File: src/rtl/clock_pkg.sv
// rtl/clock_pkg.sv - shared constants and helpers for the clock display path
package clock_pkg;

    localparam int NUM_DIGITS = 6;
    localparam int BCD_W      = 4;

    localparam logic [NUM_DIGITS-1:0] AN_OFF = 6'b111111;

    function automatic logic bcd_valid(input logic [BCD_W-1:0] nibble);
        return nibble <= 4'd9;
    endfunction

endpackage

File: src/rtl/tick_gen.sv
// rtl/tick_gen.sv - free-running divide-by-DIV counter with one-clock tick
module tick_gen #(
    parameter int DIV = 10
) (
    input  logic clk,
    input  logic rst_n,
    output logic tick_o
);

    localparam int CW = (DIV > 1) ? $clog2(DIV) : 1;

    logic [CW-1:0] cnt;

    always_ff @(posedge clk or negedge rst_n) begin
        if (!rst_n) begin
            cnt <= '0;
        end else if (tick_o) begin
            cnt <= '0;
        end else begin
            cnt <= cnt + 1'b1;
        end
    end

    assign tick_o = (cnt == CW'(DIV - 1));

endmodule

File: src/rtl/display_scan_mux.sv
// rtl/display_scan_mux.sv - six-digit BCD scan multiplexer with blink, DP, blanking and anode guard
module display_scan_mux
    import clock_pkg::*;
#(
    parameter int CLK_HZ   = 100000000,
    parameter int SCAN_HZ  = 1000,
    parameter int BLINK_HZ = 2,
    parameter int GUARD    = 2
) (
    input  logic                          clk,
    input  logic                          rst_n,
    input  logic [NUM_DIGITS*BCD_W-1:0]   digits_i,
    input  logic [NUM_DIGITS-1:0]         blink_mask_i,
    input  logic [NUM_DIGITS-1:0]         dp_mask_i,
    input  logic                          lz_blank_i,
    output logic [BCD_W-1:0]              num_o,
    output logic                          blank_o,
    output logic [NUM_DIGITS-1:0]         an_o,
    output logic                          dp_o
);

    localparam int DIV  = CLK_HZ / SCAN_HZ;
    localparam int HALF = CLK_HZ / (2 * BLINK_HZ);
    localparam int IW   = $clog2(NUM_DIGITS);
    localparam int GW   = (GUARD > 0) ? $clog2(GUARD + 1) : 1;

    logic                  scan_tick;
    logic                  blink_tick;
    logic [IW-1:0]         idx;
    logic [GW-1:0]         guard;
    logic                  blink_phase;

    logic [BCD_W-1:0]      nib;
    logic                  blank_next;
    logic [NUM_DIGITS-1:0] an_next;
    logic                  dp_next;

    tick_gen #(.DIV(DIV)) u_scan_tick (
        .clk    (clk),
        .rst_n  (rst_n),
        .tick_o (scan_tick)
    );

    tick_gen #(.DIV(HALF)) u_blink_tick (
        .clk    (clk),
        .rst_n  (rst_n),
        .tick_o (blink_tick)
    );

    always_ff @(posedge clk or negedge rst_n) begin
        if (!rst_n) begin
            idx         <= '0;
            guard       <= '0;
            blink_phase <= 1'b0;
        end else begin
            if (scan_tick) begin
                idx   <= (idx == IW'(NUM_DIGITS - 1)) ? '0 : idx + 1'b1;
                guard <= GW'(GUARD);
            end else if (guard != '0) begin
                guard <= guard - 1'b1;
            end
            if (blink_tick) begin
                blink_phase <= ~blink_phase;
            end
        end
    end

    // Blanking only gates segments; the anode still fires so every digit gets equal on-time.
    always_comb begin
        nib        = digits_i[BCD_W*idx +: BCD_W];
        blank_next = !bcd_valid(nib)
                   || (blink_mask_i[idx] && blink_phase)
                   || ((idx == IW'(NUM_DIGITS - 1)) && lz_blank_i && (nib == '0));
        an_next    = (guard != '0) ? AN_OFF : ~(NUM_DIGITS'(1) << idx);
        dp_next    = ~(dp_mask_i[idx] & ~blank_next);
    end

    always_ff @(posedge clk or negedge rst_n) begin
        if (!rst_n) begin
            num_o   <= '0;
            blank_o <= 1'b1;
            an_o    <= AN_OFF;
            dp_o    <= 1'b1;
        end else begin
            num_o   <= nib;
            blank_o <= blank_next;
            an_o    <= an_next;
            dp_o    <= dp_next;
        end
    end

endmodule
File: config.mk
export PLATFORM = sky130hd
export DESIGN_NAME = display_scan_mux
export DESIGN_NICKNAME = d
export VERILOG_FILES = /design/src/rtl/clock_pkg.sv /design/src/rtl/tick_gen.sv /design/src/rtl/display_scan_mux.sv
export SDC_FILE = /design/constraint.sdc
export NUM_CORES = 1
export LEC_CHECK = 0
export BUFFER_PORTS_ARGS = -buffer_cell sky130_fd_sc_hd__clkbuf_2
export CAP_MARGIN = 5
export CORE_ASPECT_RATIO = 1.1
export CORE_MARGIN = 4
export CORE_UTILIZATION = 25
export CTS_CLUSTER_SIZE = 12
export DETAILED_ROUTE_END_ITERATION = 10
export SLEW_MARGIN = 0
export SYNTH_ARGS = -nofsm -noshare
export SYNTH_HDL_FRONTEND = slang
export SYNTH_SLANG_ARGS = --single-unit
File: constraint.sdc
create_clock -name clk -period 4.7 [get_ports clk]
set_clock_uncertainty 0.2 [all_clocks]
set_input_delay 0.235 -clock clk [delete_from_list [all_inputs] [get_ports clk]]
set_output_delay 0.235 -clock clk [all_outputs]
set_load 0.01 [all_outputs]
* Word level (Yosys, flattened, before mapping)
Index checks and enable logic that the tools add are counted.
Storage, ports and cells: register bits after elaboration 60, input bits 39, output and inout bits 12, logic and storage cells 44
Operators by class: add/sub/neg operators 4, magnitude comparators 2, equal/unequal tests 3, shift operators 2, muxes and demuxes 10, bitwise logic cells 5, reduce and logical (&&, ||, !) cells 9
Operators by type and width (number):
- $add A25 B1 Y25 const B | 1
- $eq A25 B25 Y1 const B | 1
- $mux W25 | 1
- $shiftx A24 B6 Y4 | 1
- $add A17 B1 Y17 const B | 1
- $eq A17 B17 Y1 const B | 1
- $mux W17 | 1
- $bmux W1 S3 | 2
- $mux W6 | 1
- $not A6 Y6 | 1
- $shl A1 B3 Y6 const A | 1
- $le A4 B4 Y1 const B | 1
- $logic_not A4 Y1 | 1
- $lt A3 B4 Y1 const B | 1
- $mux W2 | 2
- $reduce_bool A2 Y1 | 2
- $add A3 B1 Y3 const B | 1
- $eq A3 B3 Y1 const B | 1
- $logic_and A1 B1 Y1 | 3
- $mux W3 | 1
- $not A1 Y1 | 3
- $logic_or A1 B1 Y1 | 2
- $mux W1 | 2
- $sub A2 B1 Y2 const B | 1
- 2 further kinds | 2

* Longest topological paths before layout
depth in word-level cells 8, mapped depth 8, gate-level depth less buffers 6

* By module
From an unflattened synthesis, not the netlist that was laid out.
Second synthesis, totals: cell total of the unflattened synthesis 292, area total of the unflattened synthesis 3105.5 um^2
Modules (own cells, without submodules):
- tick_gen (u_blink_tick) | instances 1, cells an instance 129, area an instance 1315.0 um^2, seq. area each 625.6 um^2
- display_scan_mux | instances 1, cells an instance 89, area an instance 997.2 um^2, seq. area each 460.4 um^2
- tick_gen (u_scan_tick) | instances 1, cells an instance 74, area an instance 793.3 um^2, seq. area each 425.4 um^2

* Worst setup path before layout
OpenSTA, ideal clock, no wires.
kind reg-to-reg, start point reg u_scan_tick.cnt[12], end point reg idx[1], arrival time 1747 ps, required time 4375 ps, slack 2628 ps, stages on the path, launching flop included 7, cell sequence dfrtp_1 > or4b_1 > nor4_1 > and4_1 > buf_4 > nand2_1 > mux2_4
On the way: word-level cells in the longest chain between the ends 1
Ends and longest elaborated chain:
- from (decl) | line tick_gen.sv:12 | logic [CW-1:0] cnt;
- from (signal assigned) | line tick_gen.sv:20 | cnt <= cnt + 1'b1;
- $eq A17 B17 Y1 | line tick_gen.sv:24 | assign tick_o = (cnt == CW'(DIV - 1));
- to (signal assigned) | line display_scan_mux.sv:57 | idx <= (idx == IW'(NUM_DIGITS - 1)) ? '0 : idx + 1'b1;
- to (decl) | line display_scan_mux.sv:29 | logic [IW-1:0] idx;
Every way passes these cells. A chain may end at the register's enable or synchronous reset.

* Final worst setup path
start point reg u_scan_tick.cnt[13], end point reg idx[1]
The elaborated chain is that of the path after synthesis.

==> out/results.tsv <==
stage	metric	value	unit
outcome	run status	finished, final reports clean	
synth	Area contributors post-synth	dfrtp_1 44%, dfstp_2 7.1%, xnor2_1 5.6%	
cts	htree depth	3	
detailed_routing	drt initial violations	100	
sta	Final Max Slew Viols	0	
final_layout	Finished Layout Cells	489	
grt	total gr overflow	0	
synth	synthesized area	0.00296	mm2
detailed_routing	DRT Wirelength	6370	um
critical_path	Worst path depth	5	
placement	placed insts	472	
synth	yosys warns	0	
detailed_routing	DR DRC count	0	
floorplan	effective utilization at floorplan	25.7	%
power_and_ir_drop	Peak supply drop	187	uV
critical_path	max incr delay on CP	560	ps
floorplan	Die Wd	112	um
cts	clock sink count	60	
sta	fin crit period	2510	ps
sta	final hold vios	0	
grt	gr usage total	9.68	%
final_layout	Final Cell Area	0.00371	mm2
sta	setup violators final	0	
min_path	HP Class	in2reg	
critical_path	Worst Path Arrival	2520	ps
sta	Final WS setup	2190	ps
critical_path	CP startpoint kind	register	
synth	Synth Instances	279	
critical_path	delay-heaviest family, CP	simple AND/OR/NAND/NOR gates	
detailed_routing	ANT nets after route	0	
detailed_routing	WL per Instance	13.0	um
synth	post-synth top area share	43.9	%
sta	hold slack	58.3	ps
sta	Max Clock Freq	0.398	GHz
grt	first-pass GRT wire length	10700	um
cts	Clk pin slew, worst setup/hold paths	50	ps
power_and_ir_drop	Total Power	1.30	mW
floorplan	core area	0.0115	mm2
final_layout	proportion of layout cells with a drive suffix above 1	25.1	%
critical_path	R2R Path End	idx[1]	
final_layout	Inserted Diodes	0	
detailed_routing	highest routed metal layer	met4	
grt	antenna violations before repair	0	
critical_path	WP data required	4700	ps
sta	fin crit share	53.5	%
floorplan	I/O pin count	51	
floorplan	Row Count	41	
critical_path	reg2reg setup slack	2190	ps
floorplan	die area	0.0137	mm2
critical_path	crit-path max FO	15	
cts	CTS tree	done	
cts	clk_lat worst skew	320	ps
placement	Post-DP HPWL	4760	um
detailed_routing	Pre-Repair DR Iteration Count	4	
synth	syn nets	322	
critical_path	Setup Crit Path Kind	reg2reg	
final_layout	Nets	377	
cts	root buf cell	clkbuf_16	
sta	final setup TNS	0	ps
critical_path	reg2reg path depth	5	
detailed_routing	WL met1	2880	um
final_layout	fillers	1172	
detailed_routing	routed length on met3	228	um
final_layout	Layout Utilization	32.2	%
placement	routability congestion estimate	0.786	
critical_path	slowest CP cell	and4_1	
critical_path	reg2reg start	u_scan_tick.cnt[13]	
power_and_ir_drop	leak pwr	1.67	nW
critical_path	end point of the critical path	idx[1]	
sta	Max-Slew Margin vs Limit	35.3	%
detailed_routing	DR WL met2	3100	um
critical_path	CP endpoint kind	register	
run	Max Cap Viol	0	
cts	TritonCTS Buffers	9	
placement	Placed Area	0.00336	mm2
critical_path	CP bufs+invs	0	
cts	post_cts resized	0	
final_layout	area growth from synthesis to layout	25.3	%
floorplan	Die Ht	122	um
sta	setup repair after global routing missed its margin	no	
sta	worst slew pin tran	971	ps
detailed_routing	vias per inst	4.55	
synth	Cell variety after synth	44	
synth	sequential share of the synthesized area	51.0	%
placement	pre-CTS setup slack	2180	ps
power_and_ir_drop	power density over cell area	349	mW/mm2
synth	#FFs+latches synth	60	
critical_path	critical path cell sequence	or4b_1 > nor4_1 > and4_1 > nand2_1 > mux2_4	
synth	synthesized area per cell	10.6	um2
critical_path	CP startpoint	u_scan_tick.cnt[13]	
detailed_routing	vias	2225	
placement	IO buf count	50	
cts	clk buf depth	2	
grt	vias in the first global route	2278	
grt	largest net degree at the start of global routing	61	
synth	dominant cell type by area after synthesis	dfrtp_1	
[area by class of cell]
type | count | area (um2) | share of cell area (%)
flip-flops and latches | 60 | 1510 | 40.7
repair buffers | 52 | 268 | 7.22
clock inverters | 3 | 68.8 | 1.85
clock buffers | 13 | 270 | 7.28
multi-input cells | 203 | 1380 | 37.1
inverters | 8 | 30.0 | 0.809
well taps | 150 | 188 | 5.06
[worst register-to-register path: stages (launching register included)]
cell	delay (ps)
dfrtp_1	410
or4b_1	530
nor4_1	230
and4_1	560
nand2_1	150
mux2_4	340
[worst min path at each step]
stage                      endpoint         start  cells past startpoint
2_1_floorplan           blink_phase         rst_n                      0
6_report                   num_o[1]  digits_i[17]                      3
5_1_grt                    num_o[1]  digits_i[21]                      3
4_1_cts                    num_o[1]  digits_i[17]                      3
3_3_place_gp   u_blink_tick.cnt[24]         rst_n                      2
3_5_place_dp    u_blink_tick.cnt[8]         rst_n                      2
[routing by layer]
metal,vias up,track usage (%)
met5,-,0
met4,0,4.56
met3,14,2.68
met2,35,15.1
met1,1091,12.5
li1,1085,-
[cell usage after synthesis]
library cell	instances
dfrtp_1	52
nor2_1	34
nand2_1	26
xnor2_1	19
nand3_1	18
xor2_1	18
mux2i_1	11
nand4_1	10
dfstp_2	8
inv_1	8
nor3_1	7
and3_1	6
o21ai_0	6
nor4_1	5
ha_1	4
mux4_2	4
and4_1	3
buf_2	3
clkbuf_1	3
nand2b_1	3
nand3b_1	3
a21oi_1	2
a2bb2oi_1	2
nor2b_1	2
o21ai_1	2
or3_1	2
a2111oi_0	1
a211oi_1	1
and2_1	1
and3b_1	1
buf_4	1
buf_6	1
mux2_2	1
mux2_4	1
nand4_2	1
nor3b_1	1
nor4_4	1
o22ai_1	1
o2bb2ai_1	1
o32ai_1	1
or2_2	1
or3b_2	1
or4_4	1
or4b_1	1
[kinds of logic after synthesis]
logic type	count (synthesis)	synth area share, %
xor+xnor	37	10.9
simple gates	128	22.5
flops	60	51.0
buf+inv	16	2.53
compound gates	17	3.63
fa+ha+maj	4	1.69
mux	17	7.65
[registers in the layout (all words and copies together) (netlist names)]
name and count:
an_o 6, blank_o 1, blink_phase 1, dp_o 1, guard 2, idx 3, num_o 4, u_blink_tick.cnt 25
u_scan_tick.cnt 17
[cells in the final DEF (no fill, tap or decap), types with 2 or more instances in the layout]
cell and instances:
mux2i_1 11, o21ai_1 2, and4_1 3, nand2_1 26, nor3_1 7, nand2b_1 3
and3_1 6, a2bb2oi_1 2, clkbuf_16 9, clkbuf_2 50, ha_1 4, xor2_1 18
nand3_1 18, nand4_1 10, clkbuf_8 3, a21oi_1 2, inv_1 8, or3_1 2
nor2b_1 2, nor4_1 5, o21ai_0 6, nor2_1 34, mux4_2 4, dfstp_2 8
nand3b_1 3, bufinv_16 2, xnor2_1 19, dfrtp_1 52
[power by group]
part	total [mW]	internal, mW	switching [mW]	leakage [nW]
Sequential	0.523	0.521	0.00109	0.772
Combinational	0.0445	0.0208	0.0236	0.733
Clock	0.728	0.508	0.220	0.166
Total	1.30	1.05	0.245	1.67
[timing repair]
item	in CTS	in global routing
setup buffers	0	0
hold buffers	1	0
endpoints found under the hold margin	52	0
Power figures use the tool's default switching activity.
